File: src/rtl/i2s_mic_rx.sv
`default_nettype none
// +--------------------------------------------------------------------------+
// | Module   : i2s_mic_rx                                                    |
// | Purpose  : I2S receive master for the microphone path; drives ws and     |
// |            deserialises sd into stereo left/right sample pairs.          |
// | Revision : 1.0  initial release                                          |
// +--------------------------------------------------------------------------+
module i2s_mic_rx #(
  parameter int SLOT_W = 16,
  parameter int DATA_W = 16
) (
  input  logic              clk,
  input  logic              reset,
  input  logic              sck,
  input  logic              sd,
  output logic              ws,
  output logic [DATA_W-1:0] left_data,
  output logic [DATA_W-1:0] right_data,
  output logic              valid
);

  localparam int                 c_cnt_w     = $clog2(2 * SLOT_W);
  localparam logic [c_cnt_w-1:0] c_last      = c_cnt_w'(2 * SLOT_W - 1);
  localparam logic [c_cnt_w-1:0] c_slot      = c_cnt_w'(SLOT_W);
  localparam logic [c_cnt_w-1:0] c_data      = c_cnt_w'(DATA_W);
  localparam logic [c_cnt_w-1:0] c_data_last = c_cnt_w'(DATA_W - 1);

  logic               r_sck_q;
  logic [c_cnt_w-1:0] r_bit_cnt;
  logic [DATA_W-1:0]  r_shreg;
  logic [DATA_W-1:0]  r_left_hold;
  logic               r_left_ok;

  logic               w_rise;
  logic               w_fall;
  logic [c_cnt_w-1:0] w_cnt_next;
  logic [c_cnt_w-1:0] w_p;
  logic               w_right;
  logic [c_cnt_w-1:0] w_slot;
  logic [DATA_W:0]    w_shift_full;
  logic [DATA_W-1:0]  w_word;

  // The bit sampled on a rise belongs to the previous counter position (I2S one-bit delay).
  always_comb begin
    w_rise       = sck & ~r_sck_q;
    w_fall       = ~sck & r_sck_q;
    w_cnt_next   = (r_bit_cnt == c_last) ? '0 : r_bit_cnt + c_cnt_w'(1);
    w_p          = (r_bit_cnt == '0) ? c_last : r_bit_cnt - c_cnt_w'(1);
    w_right      = (w_p >= c_slot);
    w_slot       = w_right ? (w_p - c_slot) : w_p;
    w_shift_full = {r_shreg, sd};
    w_word       = w_shift_full[DATA_W-1:0];
  end

  always_ff @(posedge clk or posedge reset) begin
    if (reset) begin
      r_sck_q     <= 1'b0;
      r_bit_cnt   <= '0;
      ws          <= 1'b0;
      r_shreg     <= '0;
      r_left_hold <= '0;
      r_left_ok   <= 1'b0;
      left_data   <= '0;
      right_data  <= '0;
      valid       <= 1'b0;
    end else begin
      r_sck_q <= sck;
      valid   <= 1'b0;
      if (w_fall) begin
        r_bit_cnt <= w_cnt_next;
        ws        <= (w_cnt_next >= c_slot);
      end
      if (w_rise) begin
        if (w_slot < c_data) begin
          r_shreg <= w_word;
        end
        // A right word only publishes when a matching left word precedes it.
        if (w_slot == c_data_last) begin
          if (!w_right) begin
            r_left_hold <= w_word;
            r_left_ok   <= 1'b1;
          end else if (r_left_ok) begin
            left_data  <= r_left_hold;
            right_data <= w_word;
            valid      <= 1'b1;
            r_left_ok  <= 1'b0;
          end
        end
      end
    end
  end

endmodule
`default_nettype wire

File: config.mk
export PLATFORM = sky130hd
export DESIGN_NAME = i2s_mic_rx
export DESIGN_NICKNAME = d
export VERILOG_FILES = /design/src/rtl/i2s_mic_rx.sv
export SDC_FILE = /design/constraint.sdc
export NUM_CORES = 1
export LEC_CHECK = 0
export CAP_MARGIN = 40
export CELL_PAD_IN_SITES_DETAIL_PLACEMENT = 0
export CELL_PAD_IN_SITES_GLOBAL_PLACEMENT = 1
export CORE_MARGIN = 2
export CORE_UTILIZATION = 35
export DETAILED_ROUTE_END_ITERATION = 8
export PLACE_DENSITY = 0.72
export SYNTH_ARGS = -nofsm -noshare
export SYNTH_HDL_FRONTEND = slang
export SYNTH_SLANG_ARGS = --single-unit
File: constraint.sdc
create_clock -name clk -period 2.53 [get_ports clk]
set_input_delay 0.506 -clock clk [delete_from_list [all_inputs] [get_ports clk]]
set_output_delay 0.506 -clock clk [all_outputs]
set_load 0.01 [all_outputs]
==> run metrics, run 1 <==
R2R Setup Slk=approximately 0.28 ns; vias in the first global route=1648; Die W=between 90 and 100 um; final WL=approximately 4800 um; Post-synth EDFFs=0; most frequent cell after synthesis=dfrtp_1; M1 wire length=approximately 2300 um; Root Buffer=clkbuf_8; largest family of logic cells by synthesized area=multiplexers; die area=between 9000 and 10000 um2; Clock Latency Late Sink=0.34 ns; syn_nets=~190; Reg area=~1800 um2; Tcrit/Tclk final=0.889; largest net degree at the start of global routing=72; area occupied by multi-input gates=about 1100 um2; total grt overflow=0; critical path class=register to register; CP cell instances=inv_1 -> ha_1 -> nor4bb_1 -> a211oi_1 -> nor4b_4 -> buf_12 -> mux2_2; H-tree depth=3; Switching Share=0.276; Slowest-stage cell, CP=mux2_2; post-layout net count=238; diode count=0; CP top delay family=simple AND/OR/NAND/NOR gates; average size of a mapped cell=16.1 um2; net switching power figure=approximately 0.00088 W; mapped cell area=2970 um2; Cell Pwr Density=867 nW/um2; Starting Density=0.362; cell taking the most area after synthesis=dfrtp_1; min-delay worst type=register to register; post-CTS setup repair buffer count=0; CP Data Required Time=between 2 and 3 ns; clk sink count=71; First-pass DRT Iterations=4; Synth Instances=between 150 and 200; Fillers=760; max_slew headroom=0.689; r2r endpoint=left_data[10]$_DFFE_PP0P_; DP HPWL=between 2000 and 3000 um; clk_skew=0.00875 ns; PortBufs=37; RSZ-0062 raised after global routing=no; DR top layer=met4; DRC viols=0; dominant cells by area after synthesis=dfrtp_1, mux2_4, mux2_2; Synth top area share=0.597; CORE AREA=around 8200 um2; Leak=about 1.7 nW; global-route wire length before repair=a little over 8000 um; maximum vdd ir drop=about 0.49 mV; #FFs+latches synth=between 70 and 80; Flop pwr share=0.512; mux cell area share after synthesis=0.283; Top-Level Pins=38; initial antenna violation count=0; Primary FF master, synth=dfrtp_1; largest stage delay on the critical path=between 0.3 and 0.4 ns; Worst setup SP type=register; post-synthesis adder-cell area fraction=0.0126; met2 wire len=roughly 2200 um; Worst-Margin Slew=~0.46 ns; Synth Area in Compound Gates=0.0244; Worst Reg2Reg Path Length in Cells=7; CP endpoint=left_data[10]$_DFFE_PP0P_; P&R area growth vs syn=23.7%; vias post-DR=around 1600; Setup TNS=0 ns; Synth warnings=0; combinational power share=0.219; row count=33; CTS tree=yes; CP arrival=between 2 and 2.5 ns; logic depth of the worst path, buffers included=7; part of the power in the clock network=0.270; status=completed; MaxCap Viol Count=0; GP Congestion=0.736; Synth async-reset ratio=1.00; Die Y=around 96 um; Reg-to-Reg Start=r_bit_cnt[0]$_DFFE_PP0P_; Placed Cells=between 300 and 400; post-synthesis xor/xnor area fraction=0; post-route ant nets=0; clk buf depth=2; Post-CTS Hold Buffers=0; Crit. End Element=register; Initial DRC Count=71; Slew Viols, Final=0; post-route insts no fill=340; share of layout cells above drive strength 1=0.387; CTS Buf Count=9; Internal Dissipation=0.00231 W; Synth cell types=29; most frequent cells after synthesis=dfrtp_1, mux2_2, mux2_4; Simple-Gate Fraction of Synth Area=0.0589; crit path buf inv count=2; Worst Setup SP=r_bit_cnt[0]$_DFFE_PP0P_; worst-path fanout max=33; total global routing track utilization=0.117; Final Hold Vio Count=0; DR vias/cell=4.64; CTS resizes=0; CTS clk-pin slew, worst paths=roughly 0.070 ns; Setup violations, final=0; min cycle time layout=between 2 and 2.5 ns; WL met3=229 um; post-synthesis sequential area ratio=0.597; drt wl/cell=around 14 um; Peak Freq=about 440 MHz
cell families (layout without fill, tap and decap cells):
kind of cell | count (synthesis) | in the layout
compound gates | 11 | 11
fa+ha+maj | 3 | 3
buf+inv | 12 | 62
flops | 71 | 71
mux | 65 | 65
simple gates | 23 | 23
registers in the layout, indices dropped and copies added (netlist names):
name and cells:
r_left_hold 16, r_left_ok 1, valid 1, r_shreg 15, ws 1, r_sck_q 1
right_data 16, left_data 16, r_bit_cnt 4
cell type report:
class | instances | share of cell area
Timing Repair Buffer | 44 | 0.122
Multi-Input combinational cell | 102 | 0.306
Sequential cell | 71 | 0.483
Clock buffer | 9 | 0.0337
Tap cell | 105 | 0.0357
Inverter | 3 | 0.00306
Clock inverter | 6 | 0.0170
worst reg2reg max path, stage by stage (launching register included):
cell	delay (ns)
dfrtp_1	0.34
inv_1	0.06
ha_1	0.35
nor4bb_1	0.28
a211oi_1	0.13
nor4b_4	0.28
buf_12	0.28
mux2_2	0.41
cells in the final DEF, fill, tap and decap left out, types with 2 or more instances in the layout:
master / Yosys / final
inv_1: 3 / 2
nor3_1: 3 / 3
clkdlybuf4s50_1: 0 / 37
o21ai_0: 6 / 6
buf_12: 0 / 2
dfrtp_1: 71 / 71
a21oi_1: 2 / 2
nand2_1: 3 / 3
nand2b_1: 4 / 4
mux2_2: 33 / 33
buf_4: 0 / 5
clkbuf_8: 0 / 9
ha_1: 3 / 3
mux2_4: 29 / 29
clkinv_2: 0 / 2
mux2_1: 3 / 3
clkinvlp_4: 0 / 3
nor2_1: 3 / 3
metal layers:
| metal | global-route usage | up-vias |
|---|---|---|
| met1 | 0.158 | 802 |
| li1 | - | 743 |
| met2 | 0.177 | 30 |
| met4 | 0.0321 | 0 |
| met5 | 0 | - |
| met3 | 0.0454 | 2 |
through the flow:
stage	worst slack (ns)	total power [W]	util	instance area, um2	hold WS, ns
finish	0.282	0.00319	0.448	3680	0.494
CTS	0.285	0.00325	0.448	3680	0.496
floorplan	0.227	0.00210	-	2970	0.459
detailed placement	0.254	0.00237	0.425	3490	0.479
global placement	0.290	0.00235	0.425	3490	0.475
global route	0.179	0.00341	0.448	3680	0.511
worst min-delay path by stage:
stage / from / endpoint / slack [ns] / cells past startpoint
6_report: r_left_hold[12]$_DFFE_PP0P_ / r_left_hold[12]$_DFFE_PP0P_ / 0.49 / 1
5_1_grt: r_left_hold[6]$_DFFE_PP0P_ / left_data[6]$_DFFE_PP0P_ / 0.51 / 1
4_1_cts: r_left_hold[12]$_DFFE_PP0P_ / r_left_hold[12]$_DFFE_PP0P_ / 0.50 / 1
3_5_place_dp: r_left_hold[12]$_DFFE_PP0P_ / r_left_hold[12]$_DFFE_PP0P_ / 0.48 / 1
3_3_place_gp: r_left_hold[12]$_DFFE_PP0P_ / r_left_hold[12]$_DFFE_PP0P_ / 0.48 / 1
2_1_floorplan: r_left_hold[12]$_DFFE_PP0P_ / r_left_hold[12]$_DFFE_PP0P_ / 0.46 / 1
power groups by stage:
| stage | registers (W) | logic [W] | clock network (W) |
|---|---|---|---|
| after floorplan | 0.00161 | 0.000481 | 0 |
| after global placement | 0.00166 | 0.000692 | 0 |
| after detailed placement | 0.00166 | 0.000707 | 0 |
| after CTS | 0.00164 | 0.000710 | 0.000903 |
| after global routing | 0.00168 | 0.000768 | 0.000957 |
| final | 0.00163 | 0.000698 | 0.000861 |
(Power assumes the default switching activity.)
==> run 2, diff against run 1 <==
SKIP_LAST_GASP = 1   (was not set)
SLEW_MARGIN = 20   (was not set)
==> results of run 2 <==
The final DEF is identical to that of run 1; final timing and power are the same.
